File: config.mk
export PLATFORM = sky130hd
export DESIGN_NAME = rr_mux_n
export DESIGN_NICKNAME = d
export VERILOG_FILES = /design/src/rtl/rr_mux_n.sv
export SDC_FILE = /design/constraint.sdc
export NUM_CORES = 1
export LEC_CHECK = 0
export CAP_MARGIN = 25
export CORE_MARGIN = 10
export CORE_UTILIZATION = 39
export DETAILED_ROUTE_END_ITERATION = 8
export HOLD_SLACK_MARGIN = 0.08
export PLACE_DENSITY_LB_ADDON = 0.1
export RECOVER_POWER = 25
export SLEW_MARGIN = 15
export SYNTH_ARGS = -nofsm -noshare
export SYNTH_HDL_FRONTEND = slang
export SYNTH_SLANG_ARGS = --single-unit
File: constraint.sdc
create_clock -name clk -period 2.4 [get_ports clk]
set_clock_uncertainty 0.05 [all_clocks]
set_input_delay 0.24 -clock clk [delete_from_list [all_inputs] [get_ports clk]]
set_output_delay 0.24 -clock clk [all_outputs]
set_load 0.01 [all_outputs]
File: src/rtl/rr_mux_n.sv
// Registered N:1 mux with its own round-robin / fixed-priority arbiter; 1 clock from handshake to out_valid.
// Backpressure: in_ready is held low while the output register is full and out_ready is low.
module rr_mux_n #(
  parameter int N     = 4,
  parameter int WIDTH = 8,
  parameter int SELW  = $clog2(N)
) (
  input  logic                 clk,
  input  logic                 rst,
  input  logic [N*WIDTH-1:0]   in_data,
  input  logic [N-1:0]         in_valid,
  output logic [N-1:0]         in_ready,
  input  logic                 mode,
  output logic [WIDTH-1:0]     out_data,
  output logic                 out_valid,
  output logic [SELW-1:0]      out_sel,
  input  logic                 out_ready
);

  logic            load_en;
  logic            grant_vld;
  logic [SELW-1:0] grant_idx;
  logic [SELW-1:0] ptr;
  int unsigned     scan_idx;

  assign load_en = !out_valid || out_ready;

  // Scan from highest to lowest rank so the last hit is the winner.
  always_comb begin
    grant_vld = 1'b0;
    grant_idx = '0;
    scan_idx  = 0;
    for (int k = N - 1; k >= 0; k--) begin
      if (mode) begin
        scan_idx = k;
      end else begin
        scan_idx = (int'(ptr) + k) % N;
      end
      if (in_valid[scan_idx]) begin
        grant_vld = 1'b1;
        grant_idx = SELW'(scan_idx);
      end
    end
  end

  always_comb begin
    in_ready = '0;
    for (int i = 0; i < N; i++) begin
      in_ready[i] = !rst && load_en && grant_vld && (grant_idx == SELW'(i));
    end
  end

  always_ff @(posedge clk or posedge rst) begin
    if (rst) begin
      out_valid <= 1'b0;
      out_data  <= '0;
      out_sel   <= '0;
      ptr       <= '0;
    end else if (load_en) begin
      if (grant_vld) begin
        out_valid <= 1'b1;
        out_data  <= in_data[grant_idx*WIDTH +: WIDTH];
        out_sel   <= grant_idx;
        if (!mode) begin
          ptr <= (grant_idx == SELW'(N - 1)) ? '0 : grant_idx + 1'b1;
        end
      end else begin
        out_valid <= 1'b0;
      end
    end
  end

endmodule

==> impl_metrics.toml <==
[setup_path]
path_class = "in -> out"
reg2reg_slack_ns = 0.26
start_kind = "primary input"
cp_data_required_time_ns = 2.11
critPathCaptureType = "output pin"
r2r_cells = 8
arrival_ns = 1.99
path_max_fanout = 6

[clock_network]
clk_pin_slew_ns = 0.08
cts_tree = "built"
clock_latency_ns = 0.27
postCtsHoldBufs = 0
cts.path.max_buffers = 2
cts_sinks = 13
cts_root_buf = "clkbuf_4"
cts_buffers = 3
htreeDepth = 1

[global_route]
antenna_found_initial = 0
grt_use_met1_pct = 17.6
grt_usage_pct = 14.0
grt_first_pass_wirelength_mm = 5.99
grt_use_met2_pct = 22.0
busiest_layer = "met2"
grt_pass1_vias = 1210
met3_usage_pct = 5.03
grt_overflow = 0
grt_max_degree = 22

[power_and_ir_drop]
p_per_area_nw_per_um2 = 665
leakagePower_uw = 0.000730
ir_worst_vdd_mv = 0.420
fin_total_pwr_uw = 1200

[cells_and_area]
nets = 233
drive_gt1_share_pct = 24.0
diodes = 0
layout_commonest_cell = "clkdlybuf4s50_1"
final_cell_mix = "clkdlybuf4s50_1, buf_4, nor3b_1"
seq_area_sq_um = 328
fillerInstances = 206
multiInputGateArea_sq_um = 686
area_growth_pct = 69.1

[placement]
numPortBuffers = 54
place.gp.congestion = 0.845
dpl.hpwl_mm = 2.92

[sta]
rsz0062_at_grt = "false"
fmax_mhz = 438
setup-tns-final_ns = 0
hold_viol = 0
fin_crit_sh_pct = 95.1
tightestPinTransition_ns = 0.534
finalMaxSlewViolations = 0
relSlewSlack_pct = 64.3
worst_hold_slack_ns = 0.409
finalSetupViolations = 0
period_needed_ns = 2.28

[synthesis]
avgSynthCellArea_sq_um = 8.91
synth_area_sq_um = 1070
ys_seq_area_share_pct = 30.4
netlist_instances = 120
synth.largest_area_cell = "dfrtp_1"
yosysWarnings = 0
synth_top_area_share_pct = 30.4
syn_nets = 160
ys_top_cells_by_area = "dfrtp_1, nor3b_1, a211oi_1, o31ai_1, nand2_1"
synth_seq_cells = 13
ys_types = 32

[die]
coreArea_sq_um = 2540
start_util_pct = 42.0
pin_count = 55
die_y_microns = 72.4
fp-row-count = 18
die_x_microns = 72.4
dieArea_sq_um = 5240

[drt]
first_pass_iters = 4
dr.first_iter.drc_count = 60
viasPerCell = 5.37
routed-via-count = 1193
drtAntennaViolNets = 0
drc = 0
routedWlPerCell_microns = 17.0
routed_wl_mm = 3.78

[worst_hold_path]
min-delay-path-class = "in -> async"

[outcome]
outcome = "completed"

[job]
drv_cap = 0
==> final timing paths <==
check,start,endpoint
worst max-delay path,in_valid[3],in_ready[3]
worst min register to register,out_data[3],out_data[3]
worst min-delay path,rst,out_data[3]
worst max register to register,ptr[1],out_data[3]
max in group asynchronous,rst,ptr[1]
min in group clk,out_data[3],out_data[3]
==> cells in the mapped netlist <==
cell,count
nor3b_1,17
inv_1,3
a32oi_2,1
a21o_2,1
nor4b_2,1
o31ai_1,8
dfrtp_1,13
buf_6,3
a2bb2oi_2,1
o41ai_1,1
o211ai_4,1
buf_2,6
o31a_1,1
o41ai_2,1
nand2b_1,2
or2_4,1
mux2_2,2
nor2b_2,1
nor2_1,12
xnor2_1,1
o21ai_2,1
a211oi_1,16
nor3_4,1
clkbuf_1,2
nand2_1,14
a21oi_1,2
o21ai_0,2
o21bai_1,1
nand3_1,1
and3b_2,1
a2bb2o_1,1
o211ai_1,1
==> worst max-delay path, cell delays in order <==
cell,delay (ns)
clkdlybuf4s50_1,0.50
buf_4,0.17
nor4b_2,0.06
a21oi_2,0.17
nor3_4,0.06
buf_4,0.14
or2_4,0.25
nor2_1,0.11
dlygate4sd2_1,0.28
==> metal layers <==
metal  part of all wire (%)  wire, microns
met2                     47           1760
met4                    1.1             41
met3                    8.2            311
met1                     44           1670
met5                      0              0
==> timing repair <==
action / 4_1_cts / 5_1_grt
endpoints found under the setup margin: 4 / 2
pin swaps: 2 / 0
gates resized for setup: 11 / 2
buffers inserted: 3 / 0
==> per-stage QoR <==
| step | instances | utilization (%) | area, sq um | setup slack (ns) |
|---|---|---|---|---|
| floorplan | 120 | - | 1070 | 0.505 |
| CTS | 222 | 70.9 | 1800 | 0.00788 |
| global placement | 215 | 68.7 | 1750 | -0.100 |
| global route | 222 | 71.1 | 1810 | 0.00313 |
| finish | 222 | 71.1 | 1810 | 0.118 |
| detailed placement | 215 | 68.7 | 1750 | -0.174 |
==> layout make-up <==
type	count	area share [%]
inverter	3	0.622
timing repair buffer	79	39.8
clock buffer	4	1.45
sequential	13	18.1
tap	30	2.07
multi-input combinational	93	37.9
==> cells by family after synthesis <==
| logic type | count (synthesis) | share of synthesized area [%] |
|---|---|---|
| DFF | 13 | 30.4 |
| xor gates and xnor gates | 1 | 0.819 |
| and+or+nand+nor | 51 | 28.2 |
| buffers and inverters | 14 | 7.72 |
| AOI/OAI and AO/OA | 39 | 30.8 |
| muxes | 2 | 2.11 |
==> sequential cells by signal, summed over array words and instances, names as in the netlist <==
register / flops
out_valid: 1
out_data: 8
ptr: 2
out_sel: 2
==> power by group <==
| group | switching, uW | total (uW) | internal (uW) |
|---|---|---|---|
| registers | 63.8 | 354 | 290 |
| logic | 333 | 713 | 380 |
| clock network | 73.3 | 138 | 64.4 |
| total | 470 | 1200 | 734 |
Power figures use the tool's default switching activity.
==> patch 1, RTL diff (config.mk and constraints unchanged) <==
Change the parameter `WIDTH` from 8 to 7.
--- a/src/rtl/rr_mux_n.sv
+++ b/src/rtl/rr_mux_n.sv
@@ -3,5 +3,5 @@
 module rr_mux_n #(
   parameter int N     = 4,
-  parameter int WIDTH = 8,
+  parameter int WIDTH = 7,
   parameter int SELW  = $clog2(N)
 ) (
Ports: changed (resized in_data and out_data); port bits go from 55 to 50. No check against the original RTL was run, so the function may have changed too.
==> patch 1 against the unedited design <==
The run now ends with negative setup slack left; synthesized area shrank 14%; routed wire length shrank 10%; setup slack lost 0.27 ns; power grew 8.5%; critical path type is now register to primary output; register-to-register slack lost 0.24 ns; sequential cell count shrank 1; final area shrank 6.1%.
==> patch 1: results (changes against the unedited design) <==
clocking:
  cts_buffer_depth: 2  # unchanged
  numCtsBuffers: 3  # unchanged
  path_clk_slew_ns: 0.09
  clkLatencyLatePin_ns: 0.28
global_routing:
  grt_use_met3_pct: 5.80  # +0.76 points
  antenna_found_initial: 0  # unchanged
  grt_start_max_net_pins: 10  # -55%
  met1_usage_pct: 16.3  # -1.3 points
  grt_pass1_wl_um: 5550  # -7.4%
  met2_usage_pct: 26.7  # +4.8 points
  grt_pass1_vias: 1196  # -1.2%
  track_usage_pct: 15.4  # +1.4 points
sta:
  tightest_slew_ns: 0.350  # -0.184 ns
  setup_viol: 4  # +4
  setup_tns_ns: -0.500  # -0.500 ns
  worst_slack_ns: -0.149  # -0.266 ns
placement:
  dp_hpwl_um: 2710  # -7.0%
  placed_area_um2: 1580  # -9.9%
  dp_slack_ns: -0.559  # -0.384 ns
  io_buffer_count: 49  # -9.3%
  routabilityCongestion: 0.817  # -3.4%
  placedCellCount: 196  # -8.8%
final_layout:
  fillCellCount: 178  # -14%
  layoutNonFillerInstCount: 203  # -8.6%
  num_antenna_cells: 0  # unchanged
  drive_gt1_share_pct: 29.1  # +5.2 points
  num-nets-final: 213  # -8.6%
  top_regs: "out_data (7), out_sel (2), ptr (2)"
logic_synthesis:
  async_reset_ff_share_pct: 100  # unchanged
  synth_common_cells: "nor2_1, mux2i_1, dfrtp_1"
  syn_avg_cell_area_um2: 9.25  # +3.7%
  seq_area_frac_synth_pct: 32.5  # +2.1 points
  syn_nets: 137  # -14%
  netlist_instances: 100  # -17%
  synth.distinct_cells: 36  # +13%
  ys_top_cells_by_area: "dfrtp_1, mux2i_1, nor2_1, a221oi_1, a32oi_1"
power_and_ir_drop:
  switching_share_pct: 36.6  # -2.4 points
  ir_drop_mv: 0.666  # +58%
  p_leak_nw: 0.758  # +3.8%
worst_setup_path:
  path_max_fanout: 4  # -2
  arrival_ns: 2.26  # +0.27 ns
  slowest_delay_ns: 0.41  # -0.09 ns
  cp_top_family: "compound AO/OA/AOI/OAI gates"
  startpoint: "ptr[0]"
  slowest_stage: "dfrtp_2"
  rrSetupSlack_ns: 0.02  # -0.24 ns
  start_kind: "register"
  timing.rr.end: "out_data[5]"
  endpoint: "in_ready[2]"
run_status:
  status: "finished, violations left"
  violations: "negative setup slack"
route:
  post_drt_wl_per_cell_um: 16.8  # -1.5%
  drt_iter0_markers: 62  # +3.3%
  vias: 1066  # -11%
## patch 1: cell count changes after synthesis, sizes merged, moves of 2 or more
cell,delta
a32oi,+3
and3,+2
nor2,+3
buf,-6
nand2,-8
a221oi,+7
o41ai,-2
or2,+2
o31ai,-8
a211oi,-16
mux2i,+13
clkbuf,-2
nor3b,-16
## patch 1: per-layer routing
layer	part of all wire (%)	wire, um
met3	7.1	242
met1	39	1330
met5	0	0
met2	52	1770
met4	1.8	60
## patch 1: kinds of logic after synthesis
group	Yosys count	synth area share, %
adders and majority gates	1	1.35
muxes	15	16.5
buffers and inverters	7	5.82
AOI/OAI and AO/OA	26	23.0
DFF	12	32.5
and+or+nand+nor	39	20.8
## patch 1: area by class of cell
cell class                      count  area [um^2]  area share, %
Multi-Input combinational cell     81          634           37.3
Inverter                            4         15.0          0.884
Timing Repair Buffer               74          677           39.8
Clock buffer                        4         36.3           2.14
Sequential cell                    12          302           17.7
Tap cell                           28         35.0           2.06
## patch 1: timing repair
| action | 4_1_cts | 5_1_grt |
|---|---|---|
| setup endpoints to repair | 9 | 10 |
| buffers inserted | 2 | 1 |
| resized for setup | 22 | 9 |
| pin swaps | 5 | 9 |
## patch 1: worst register-to-register path, delay by kind of cell, from the launching register on
kind / cells / cell delay, ns
buf+inv: 2 / 0.34
compound gates: 4 / 0.98
simple gates: 1 / 0.38
mux: 1 / 0.12
flops: 1 / 0.41
## patch 1: worst min-delay path by stage
stage / from / endpoint / slack (ns) / cells past startpoint
after floorplan: rst / out_data[0] / 0.06 / 1
after global placement: out_sel[0] / out_sel[0] / 0.42 / 2
after detailed placement: out_sel[0] / out_sel[0] / 0.43 / 2
after CTS: rst / out_data[1] / 0.31 / 3
after global routing: rst / out_data[1] / 0.38 / 3
final: rst / out_data[1] / 0.34 / 3
## patch 1: power by group through the flow
stage	Combinational, mW	Sequential (mW)	Clock (mW)
2_1_floorplan	0.374	0.347	0
3_3_place_gp	0.685	0.334	0
3_5_place_dp	0.698	0.340	0
4_1_cts	0.755	0.336	0.172
5_1_grt	0.871	0.349	0.180
6_report	0.798	0.338	0.170
==> patch 2, RTL diff (config.mk and constraints unchanged) <==
Without the edit above. Register the input `mode` before use, without a reset. The logic sees it one clock later. The other inputs are not delayed to match.
--- a/src/rtl/rr_mux_n.sv
+++ b/src/rtl/rr_mux_n.sv
@@ -18,4 +18,10 @@
 );
 
+  logic mode_q;
+
+  always_ff @(posedge clk) begin
+    mode_q <= mode;
+  end
+
   logic            load_en;
   logic            grant_vld;
@@ -32,5 +38,5 @@
     scan_idx  = 0;
     for (int k = N - 1; k >= 0; k--) begin
-      if (mode) begin
+      if (mode_q) begin
         scan_idx = k;
       end else begin
@@ -62,5 +68,5 @@
         out_data  <= in_data[grant_idx*WIDTH +: WIDTH];
         out_sel   <= grant_idx;
-        if (!mode) begin
+        if (!mode_q) begin
           ptr <= (grant_idx == SELW'(N - 1)) ? '0 : grant_idx + 1'b1;
         end
Check against the original RTL: not equivalent (Yosys sat finds a counterexample within 4 cycles, from zero or initial values and one cycle with rst high).
==> patch 2 against the unedited design <==
Final area down 7.1%; setup slack got worse by 0.054 ns; maximum frequency fell by 2.3%; sequential cell count grew 1; via count shrank 14%; power decreased by 13%; final cell count decreased by 11%; synthesized cell count fell by 15%; synthesized area decreased by 8.7%; worst hold slack gained 0.034 ns; register-to-register slack lost 0.04 ns; routed wire length shrank 18%; critical endpoint is now in_ready[2].
==> patch 2: results (changes against the unedited design) <==
run_status:
  status: "finished, final reports clean"
logic_synthesis:
  synth.distinct_cells: 31  # -3.1%
  ys_top_cells_by_area: "dfrtp_1, mux2i_1, o221ai_1, nand2_1, o21ai_0"
  async_reset_ff_share_pct: 92.9  # -7.1 points
  synth_common_cells: "mux2i_1, nand2_1, dfrtp_1"
  syn_nets: 142  # -11%
  synth-compound-area-share_pct: 21.3  # -9.5 points
  synth_xor_area_share_pct: 0.896  # +0.078 points
  seq_area_frac_synth_pct: 35.3  # +4.9 points
  synthMuxAreaShare_pct: 18.4  # +16 points
  yosysWarnings: 0  # unchanged
placement:
  routabilityCongestion: 0.826  # -2.3%
  dp_hpwl_um: 2530  # -13%
worst_setup_path:
  arrival_ns: 2.05  # +0.06 ns
power_and_ir_drop:
  ir_drop_mv: 0.430  # +2.4%
  p_leak_nw: 0.738  # +1.0%
  switching_share_pct: 33.0  # -6.0 points
route:
  post_drt_wl_per_cell_um: 15.6  # -8.3%
  drt_iter0_markers: 38  # -37%
  via_per_inst: 5.16  # -3.9%
global_routing:
  grt_pass1_wl_um: 5230  # -13%
  grt_pass1_vias: 1088  # -10%
  grt_start_max_net_pins: 14  # -36%
  track_usage_pct: 12.4  # -1.6 points
final_layout:
  num-nets-final: 209  # -10%
  drive_gt1_share_pct: 22.6  # -1.3 points
hold_path:
  hp-class: "register to register"
sta:
  tightest_slew_ns: 0.513  # -0.0217 ns
## patch 2: metrics by stage
| step | hold slack (ns) | setup TNS (ns) | setup WS (ns) | std cells | area (um^2) |
|---|---|---|---|---|---|
| 2_1_floorplan | 0.0670 | 0 | 0.227 | 102 | 977 |
| 3_3_place_gp | 0.418 | -1.11 | -0.284 | 193 | 1620 |
| 3_5_place_dp | 0.430 | -1.39 | -0.337 | 193 | 1620 |
| 4_1_cts | 0.348 | 0 | 0.00337 | 198 | 1680 |
| 5_1_grt | 0.463 | -0.0618 | -0.0486 | 198 | 1680 |
| 6_report | 0.444 | 0 | 0.0634 | 198 | 1680 |
## patch 2: layout make-up
class                      instances  area, um^2
fill                             199         751
timing repair buffer              71         648
multi-input combinational         76         601
sequential                        14         348
tap                               30        37.5
clock buffer                       4        36.3
inverter                           3        11.3
## patch 2: repair_timing
item / CTS / global route
pin swaps: 2 / 5
buffers inserted: 1 / 0
setup endpoints to repair: 4 / 4
endpoints found under the hold margin: 0 / 0
gates resized for setup: 16 / 11
## patch 2: cell families after synthesis
logic type                Yosys count
AOI/OAI and AO/OA                  25
xor gates and xnor gates            1
buffers and inverters              12
DFF                                14
muxes                              18
and+or+nand+nor                    32
## patch 2: path summary, 6_finish.rpt
check                            startpoint          end  slack, ns  depth (start not counted)
min in group asynchronous               rst  out_data[2]       0.49                          2
max in group asynchronous               rst       ptr[0]       1.44                          2
worst max-delay path            in_valid[2]  in_ready[2]       0.06                          7
worst min-delay path            out_data[5]  out_data[5]       0.44                          2
worst min register to register  out_data[5]  out_data[5]       0.44                          2
worst max register to register       ptr[1]  out_data[7]       0.22                          7
## patch 2: power groups by stage
stage / clock network (mW) / logic, mW / registers, mW
finish: 0.169 / 0.538 / 0.338
global route: 0.185 / 0.587 / 0.348
CTS: 0.171 / 0.534 / 0.336
detailed placement: 0 / 0.522 / 0.340
global placement: 0 / 0.515 / 0.339
floorplan: 0 / 0.281 / 0.343
## patch 2: per-layer routing
| metal | routed length, um | vias up | share of wire, % | GRT usage [%] |
|---|---|---|---|---|
| li1 | - | 510 | - | - |
| met1 | 1300 | 479 | 42 | 14.4 |
| met2 | 1590 | 31 | 51 | 21.1 |
| met3 | 188 | 2 | 6.1 | 4.24 |
| met4 | 17 | 0 | 0.55 | 3.07 |
| met5 | 0 | - | 0 | 0 |
## patch 2: worst max-delay path, stage by stage
cell,delay (ns)
clkdlybuf4s50_1,0.47
or3b_1,0.41
a21oi_2,0.17
a311oi_2,0.08
o221ai_4,0.28
nor3b_4,0.24
buf_2,0.16
